`src/rtl/uart_alu_pkg.sv`:
```
// uart_alu_pkg: constants shared by the UART ALU datapath stages.
package uart_alu_pkg;
    localparam logic [1:0] WAIT_A  = 2'd0;
    localparam logic [1:0] WAIT_B  = 2'd1;
    localparam logic [1:0] WAIT_OP = 2'd2;
    localparam logic [1:0] HOLD    = 2'd3;
    localparam int DEFAULT_TIMEOUT_TICKS = 1600;
    localparam int OP_BITS = 6;
    localparam logic [7:0] STATUS_OK = 8'h55;
endpackage

```
`src/rtl/sat_counter.sv`:
```
// sat_counter: event counter that sticks at all ones instead of wrapping.
module sat_counter #(
    parameter int W = 8
) (
    input  logic         clk,
    input  logic         reset_n,
    input  logic         i_inc,
    output logic [W-1:0] o_cnt
);
    logic [W-1:0] r_cnt;
    always_ff @(posedge clk or negedge reset_n)
        if (!reset_n) r_cnt <= '0;
        else if (i_inc && !(&r_cnt)) r_cnt <= r_cnt + 1'b1;
    assign o_cnt = r_cnt;
endmodule

```
`src/rtl/uart_cmd_parser.sv`:
```
// uart_cmd_parser: assembles {A, B, OP} frames from UART bytes with inter-byte
// timeout and opcode check, and hands commands out over valid/ready.
module uart_cmd_parser
    import uart_alu_pkg::*;
#(
    parameter int DATA_BITS     = 8,
    parameter int OP_BITS       = uart_alu_pkg::OP_BITS,
    parameter int TIMEOUT_TICKS = DEFAULT_TIMEOUT_TICKS,
    parameter int CNT_BITS      = 8
) (
    input  logic                 clk,
    input  logic                 reset_n,
    input  logic                 s_tick,
    input  logic                 rx_done_tick,
    input  logic [7:0]           rx_data,
    output logic                 cmd_valid,
    input  logic                 cmd_ready,
    output logic [DATA_BITS-1:0] cmd_a,
    output logic [DATA_BITS-1:0] cmd_b,
    output logic [OP_BITS-1:0]   cmd_op,
    output logic                 busy,
    output logic                 err_timeout,
    output logic                 err_opcode,
    output logic                 err_overrun,
    output logic [CNT_BITS-1:0]  frame_cnt,
    output logic [CNT_BITS-1:0]  err_cnt
);
    localparam int TW = $clog2(TIMEOUT_TICKS + 1);
    logic [1:0]           r_state, w_state_nxt;
    logic [TW-1:0]        r_tcnt;
    logic [DATA_BITS-1:0] r_a, r_b;
    logic [OP_BITS-1:0]   r_op;
    logic                 r_err_to, r_err_op, r_err_ov;
    logic                 w_op_ok, w_xfer, w_expire, w_ev_to, w_ev_op, w_ev_ov;
    assign w_op_ok = (rx_data >> OP_BITS) == 8'd0;
    always_ff @(posedge clk or negedge reset_n)
        if (!reset_n) r_state <= WAIT_A;
        else r_state <= w_state_nxt;
    always_comb begin
        w_state_nxt = r_state;
        case (r_state)
            WAIT_A:  w_state_nxt = rx_done_tick ? WAIT_B : WAIT_A;
            WAIT_B:  w_state_nxt = rx_done_tick ? WAIT_OP : w_expire ? WAIT_A : WAIT_B;
            WAIT_OP: w_state_nxt = rx_done_tick ? (w_op_ok ? HOLD : WAIT_A) : w_expire ? WAIT_A : WAIT_OP;
            default: w_state_nxt = cmd_ready ? (rx_done_tick ? WAIT_B : WAIT_A) : HOLD;
        endcase
    end
    always_comb begin
        cmd_valid = r_state == HOLD;
        busy      = (r_state == WAIT_B) || (r_state == WAIT_OP);
        w_xfer    = cmd_valid && cmd_ready;
        w_expire  = busy && s_tick && (r_tcnt == TW'(TIMEOUT_TICKS - 1));
        w_ev_to   = w_expire && !rx_done_tick;
        w_ev_op   = (r_state == WAIT_OP) && rx_done_tick && !w_op_ok;
        w_ev_ov   = cmd_valid && rx_done_tick && !cmd_ready;
    end
    // A byte arriving on the expiry cycle wins and restarts the count.
    always_ff @(posedge clk or negedge reset_n)
        if (!reset_n) r_tcnt <= '0;
        else r_tcnt <= (!busy || rx_done_tick || w_expire) ? '0 : r_tcnt + TW'(s_tick);
    always_ff @(posedge clk or negedge reset_n)
        if (!reset_n) begin
            r_a      <= '0;
            r_b      <= '0;
            r_op     <= '0;
            r_err_to <= 1'b0;
            r_err_op <= 1'b0;
            r_err_ov <= 1'b0;
        end else begin
            if (rx_done_tick && ((r_state == WAIT_A) || w_xfer)) r_a <= DATA_BITS'(rx_data);
            if (rx_done_tick && (r_state == WAIT_B)) r_b <= DATA_BITS'(rx_data);
            if (rx_done_tick && (r_state == WAIT_OP) && w_op_ok) r_op <= OP_BITS'(rx_data);
            r_err_to <= w_ev_to;
            r_err_op <= w_ev_op;
            r_err_ov <= w_ev_ov;
        end
    assign cmd_a       = r_a;
    assign cmd_b       = r_b;
    assign cmd_op      = r_op;
    assign err_timeout = r_err_to;
    assign err_opcode  = r_err_op;
    assign err_overrun = r_err_ov;
    sat_counter #(.W(CNT_BITS)) u_frame_cnt (
        .clk    (clk),
        .reset_n(reset_n),
        .i_inc  (w_xfer),
        .o_cnt  (frame_cnt)
    );
    sat_counter #(.W(CNT_BITS)) u_err_cnt (
        .clk    (clk),
        .reset_n(reset_n),
        .i_inc  (w_ev_to || w_ev_op || w_ev_ov),
        .o_cnt  (err_cnt)
    );
endmodule

```
`config.mk`:
```
export PLATFORM = sky130hd
export DESIGN_NAME = uart_cmd_parser
export DESIGN_NICKNAME = d
export VERILOG_FILES = /design/src/rtl/uart_alu_pkg.sv /design/src/rtl/sat_counter.sv /design/src/rtl/uart_cmd_parser.sv
export SDC_FILE = /design/constraint.sdc
export NUM_CORES = 1
export LEC_CHECK = 0
export CORE_MARGIN = 5
export CORE_UTILIZATION = 44
export CTS_BUF_LIST = sky130_fd_sc_hd__clkbuf_2 sky130_fd_sc_hd__clkbuf_4 sky130_fd_sc_hd__clkbuf_8
export DETAILED_ROUTE_END_ITERATION = 6
export GPL_TIMING_DRIVEN = 0
export PLACE_DENSITY = 0.7
export SLEW_MARGIN = 20
export SYNTH_ARGS = -nofsm -noshare
export SYNTH_HDL_FRONTEND = slang
export SYNTH_SLANG_ARGS = --single-unit
```
`constraint.sdc`:
```
create_clock -name clk -period 2.39 [get_ports clk]
set_input_delay 0.239 -clock clk [delete_from_list [all_inputs] [get_ports clk]]
set_output_delay 0.239 -clock clk [all_outputs]
set_load 0.03 [all_outputs]
```
* Word level (Yosys, flattened, before mapping) *
Cells that the tools add are included.

cells by class
  $add $sub $neg = 3
  reductions and logical operators = 29
  mux-type cells = 9
  eq/ne operators = 4

operator list
  kind                  number
  $add 8x1->8 const B   2
  $reduce_and 8->1      2
  $logic_and 1x1->1     13
  $add 11x1->11         1
  $eq 11x11->1 const B  1
  $mux 11               1
  $mux 2                5
  $logic_not 8->1       1
  $logic_not 1->1       6
  $logic_or 1x1->1      6
  $pmux 2 s3            1
  $eq 2x2->1 const B    2
  $eq 2x1->1 const B    1
  $logic_not 2->1       1
  $mux 1                2

word-level totals
  register bits after elaboration = 54
  output and inout bits = 43

* Longest topological paths before layout *
  depth in word-level cells = 8
  gate-level depth with buffers = 8
  depth with buffers taken out = 7

* Cells and area by module *
From an unflattened synthesis, not the netlist that was laid out.

second synthesis, totals
  cells, all modules = 200
  area total of the unflattened synthesis = 2456.1 um^2

modules (own cells, without submodules)
  module           cells each  instances  area each (um^2)
  uart_cmd_parser  130         1          1675.4
  sat_counter      35          2          390.4

* Worst setup path before layout *
OpenSTA, ideal clock, no wires.

  path type = reg2reg
  start point = reg r_state[0]
  end point = reg u_err_cnt.r_cnt[4] (netlist: u_err_cnt.o_cnt[4])
  stages on the path, launching flop included = 9
  data arrival time = 1.959 ns
  library setup time = 0.125 ns
  path slack = 0.306 ns
  path through = dfrtp_1 -> inv_1 -> ha_1 -> nand4bb_1 -> nor4_4 -> or2_1 -> buf_6 -> nand4_4 -> mux2_4

between the ends
  word-level cells in the longest chain between the ends = 8

RTL lines
  element                                          line                   RTL
  start: declaration                               uart_cmd_parser.sv:29  logic [1:0] r_state, w_state_nxt;
  start signal: assignment                         uart_cmd_parser.sv:38  else r_state <= w_state_nxt;
  $eq 2x1->1 / $eq 2x2->1 (equally long branches)  uart_cmd_parser.sv:50  busy = (r_state == WAIT_B) || (r_state == WAIT_OP);
  $logic_or 1x1->1 *                               uart_cmd_parser.sv:50
  net busy                                         uart_cmd_parser.sv:21  output logic busy,
  $logic_and 1x1->1 * (2 in a row)                 uart_cmd_parser.sv:52  w_expire = busy && s_tick && (r_tcnt == TW'(TIMEOUT_TICKS - 1));
  $logic_and 1x1->1 *                              uart_cmd_parser.sv:53  w_ev_to = w_expire && !rx_done_tick;
  net w_ev_to                                      uart_cmd_parser.sv:34  logic w_op_ok, w_xfer, w_expire, w_ev_to, w_ev_op, w_ev_ov;
  $logic_or 1x1->1 * (2 in a row)                  uart_cmd_parser.sv:92  .i_inc (w_ev_to || w_ev_op || w_ev_ov),
  $logic_and 1x1->1 *                              sat_counter.sv:13      else if (i_inc && !(&r_cnt)) r_cnt <= r_cnt + 1'b1;
  end signal: assignment                           sat_counter.sv:13
  end: declaration                                 sat_counter.sv:10      logic [W-1:0] r_cnt;

Mark *: on every way through the listed nets, which the timed path passes. The rest lies on a longest branch.
A chain may end at the register's enable or synchronous reset.

* Worst setup path after layout *
  start point = reg r_state[0]
  end point = reg r_a[7] (netlist: cmd_a[7])

between the ends
  word-level cells in the longest chain between the ends = 4

RTL lines
  element                 line                   RTL
  $eq 2x2->1              uart_cmd_parser.sv:49  cmd_valid = r_state == HOLD;
  $logic_and 1x1->1       uart_cmd_parser.sv:51  w_xfer = cmd_valid && cmd_ready;
  $logic_or 1x1->1 *      uart_cmd_parser.sv:70  if (rx_done_tick && ((r_state == WAIT_A) || w_xfer)) r_a <= DATA_BITS'(rx_data);
  $logic_and 1x1->1 *     uart_cmd_parser.sv:70
  end signal: assignment  uart_cmd_parser.sv:70
  end: declaration        uart_cmd_parser.sv:31  logic [DATA_BITS-1:0] r_a, r_b;

Every way passes the cells marked *; elsewhere a longest branch is shown, timed or not.

==> flow_metrics.env <==
export IMPL_drive_above_1_share_pct=15.77
export IMPL_cp_top_family="compound AO/OA/AOI/OAI gates"
export IMPL_overflow=0
export IMPL_routed_via_density=4.892
export IMPL_final_antenna_net_count=0
export IMPL_synth_xor_area_share_pct=7.585
export IMPL_cellPowerDensity_nw_per_um2=1176
export IMPL_switching_share_pct=39.89
export IMPL_antenna_found_initial=0
export IMPL_htreeDepth=2
export IMPL_clock_skew_ps=6.100
export IMPL_start_util_pct=44.58
export IMPL_clk_latency_ps=300
export IMPL_port_buffers=54
export IMPL_ys_seq_elements=54
export IMPL_ir_worst_vdd_mv=0.6989
export IMPL_status="finished clean"
export IMPL_power_frac_comb_pct=48.7
export IMPL_die_y_um=84.24
export IMPL_grt_pass1_vias=1683
export IMPL_crit_chain="ha_1 > and2_1 > o21ai_1 > mux2_2"
export IMPL_dp_cells=323
export IMPL_wire_per_inst_um=13.65
export IMPL_yosysSeqAreaShare_pct=55.73
export IMPL_finalHoldViolCount=0
export IMPL_period_needed_ps=2063
export IMPL_worstHoldPathType="in -> reg"
export IMPL_setup_viol=0
export IMPL_hpwl_um=3277
export IMPL_syn_inst=197
export IMPL_power_frac_clock_pct=13.7
export IMPL_vias=1624
export IMPL_cts_buffers=5
export IMPL_async_flop_share_pct=100.0
export IMPL_switchingPower_w=0.001479
export IMPL_fmax_mhz=484.7
export IMPL_required_ps=2590
export IMPL_rows=27
export IMPL_drtIter0Drc=46
export IMPL_tritoncts="yes"
export IMPL_drc=0
export IMPL_r2r_slack_ps=330
export IMPL_syn_to_final_growth_pct=30.03
export IMPL_fin_cells=332
export IMPL_fin_crit_sh_pct=86.33
export IMPL_wl_um=4532
export IMPL_grt_pass1_wl_um=7955
export IMPL_critPathMaxFanout=8
export IMPL_critical_path_buf_inv_count=0
export IMPL_antenna_cells=0
export IMPL_hold_buffers=1
export IMPL_critPathArrivalTime_ps=2260
export IMPL_hold_slack_ps=313.7
export IMPL_synth_top_cell_area_share_pct=55.73
export IMPL_postCtsResizedCells=0
export IMPL_synthSimpleGateAreaFrac_pct=15.43
export IMPL_place_congestion=0.7765
export IMPL_nNetsFinal=280
export IMPL_synth_compound_area_share_pct=3.148
export IMPL_max_slew_margin_pct=46.21
export IMPL_grt_max_degree=55
export IMPL_synth_warnings=0
export IMPL_yosys_area_top_type="dfrtp_1"
export IMPL_synth_ff_type="dfrtp_1"
export IMPL_coreArea_sq_um=5439
export IMPL_slowest_delay_ps=640
export IMPL_drt_pass1_iter_count=4
export IMPL_synth_fa_ha_area_share_pct=4.128
export IMPL_maxCapViolations=0
export IMPL_syn_cell_area_sq_um=2425
export IMPL_regArea_sq_um=1351
export IMPL_p_seq_share_pct=37.6
export IMPL_post_cts_repair_setup_buffers=0
export IMPL_numClockSinks=54
export IMPL_rsz0062_at_grt="false"
export IMPL_synthMuxAreaShare_pct=11.92
export IMPL_dieArea_sq_um=7096
export IMPL_yosys_top_cells_area="dfrtp_1 56%, mux2_2 11%, xnor2_1 4.7%"
export IMPL_synth_nets=218
export IMPL_ios=56
export IMPL_clk_pin_slew_ps=100
export IMPL_finalMaxSlewViolations=0
export IMPL_critPathKind="reg -> reg"
export IMPL_clk_path_buf_depth=2
export IMPL_track_usage_pct=13.52
export IMPL_crit_path_top_delay_cell="o21ai_1"
export IMPL_synth_edf_count=0
export IMPL_cp_start_kind="register"
export IMPL_cts_root_buf="clkbuf_8"
export IMPL_end_kind="register"
export IMPL_die_x_um=84.24
export IMPL_synth_top_family_by_area="simple AND/OR/NAND/NOR gates"
export IMPL_final_core_util_pct=57.97
export IMPL_netlist_cell_type_count=34
export IMPL_intPower_w=0.002228
export IMPL_avgSynthCellArea_sq_um=12.31
export IMPL_multi_input_area_sq_um=1023
export IMPL_worstMarginPinSlew_ps=801.5
export IMPL_n_fill_cell=474
export IMPL_power_leakage_nw=1.373
-- worst reg2reg max path: cells and delay by family, from the launching register on --
family | cells | cell delay (ps)
and+or+nand+nor | 1 | 220
AOI/OAI and AO/OA | 1 | 640
adders and majority gates | 1 | 280
muxes | 1 | 410
DFF | 1 | 410
-- stage by stage --
step / power, W / TNS (ps) / cell area, sq um / setup WS, ps
finish: 0.003707 / 0 / 3153 / 326.8
CTS: 0.003763 / 0 / 3153 / 280.8
floorplan: 0.002492 / 0 / 2425 / 305.5
global route: 0.003911 / 0 / 3153 / 174.6
detailed placement: 0.003243 / 0 / 3053 / 302.4
global placement: 0.003211 / -30970 / 3055 / -576.3
-- per-layer routing --
metal | up-vias | share of wire [%] | track usage, %
met3 | 5 | 5.0 | 3.925
li1 | 806 | - | -
met4 | 0 | 0.99 | 3.070
met1 | 781 | 46 | 16.84
met2 | 32 | 48 | 23.24
met5 | - | 0 | 0
-- cell type report --
cell class	count	area share, %
multi-input cells	132	32.46
inverters	7	0.8333
clock buffers	6	2.421
plain buffers	4	0.7540
well taps	72	2.857
flip-flops and latches	54	42.86
repair buffers	55	17.38
clock inverters	2	0.4365
-- final timing paths --
path                                                start                               end  cells after the start
min in group asynchronous                         reset_n  u_frame_cnt.o_cnt[1]$_DFFE_PN0P_                      2
min                                          rx_done_tick              err_opcode$_DFF_PN0_                      3
max in group asynchronous                         reset_n    u_err_cnt.o_cnt[5]$_DFFE_PN0P_                      2
min reg2reg                u_err_cnt.o_cnt[7]$_DFFE_PN0P_    u_err_cnt.o_cnt[7]$_DFFE_PN0P_                      1
max reg2reg                          r_state[0]$_DFF_PN0_              cmd_a[7]$_DFFE_PN0P_                      4
max                                  r_state[0]$_DFF_PN0_              cmd_a[7]$_DFFE_PN0P_                      4
-- kinds of logic after synthesis --
kind of cell,count (synthesis)
AO/OA/AOI/OAI,13
XOR/XNOR,21
adder cells (fa/ha/maj),8
buffers and inverters,11
flip-flops,54
multiplexers,25
AND/OR/NAND/NOR,65
-- synthesized netlist by cell type, drive strengths merged, types with 2 or more instances --
cell type   n
nor2       21
dfrtp      54
clkbuf      2
buf         2
ha          8
inv         7
mux2       25
xnor2      13
nand4       8
a21oi       5
a211oi      2
o21ai       5
and3        5
nor4        2
nand4b      2
nand3      10
nor3        2
and2        3
xor2        8
nand2       7
-- state kept, by name, summed over array words and instances (netlist names) --
signal / flops
cmd_b: 8
u_frame_cnt.o_cnt: 8
err_overrun: 1
err_timeout: 1
err_opcode: 1
cmd_op: 6
r_tcnt: 11
cmd_a: 8
r_state: 2
u_err_cnt.o_cnt: 8
-- power by group through the flow --
stage | Sequential, W | Clock (W) | Combinational [W]
finish | 0.00139 | 0.000507 | 0.00181
detailed placement | 0.00142 | 0 | 0.00183
CTS | 0.00140 | 0.000529 | 0.00183
global placement | 0.00141 | 0 | 0.00180
floorplan | 0.00192 | 0 | 0.000577
global route | 0.00144 | 0.000561 | 0.00191
-- placed cells by master, fill, tap and decap left out, types with 3 or more instances in the layout --
| cell | n |
|---|---|
| a21oi_1 | 5 |
| and2_1 | 3 |
| nand4_1 | 7 |
| mux2_2 | 23 |
| nand3_1 | 9 |
| xor2_1 | 8 |
| clkbuf_8 | 5 |
| nor2_1 | 21 |
| dfrtp_1 | 54 |
| inv_1 | 7 |
| ha_1 | 8 |
| xnor2_1 | 13 |
| and3_1 | 5 |
| clkdlybuf4s50_1 | 53 |
| nand2_1 | 7 |
No activity file was read; power rests on OpenSTA's default activity.
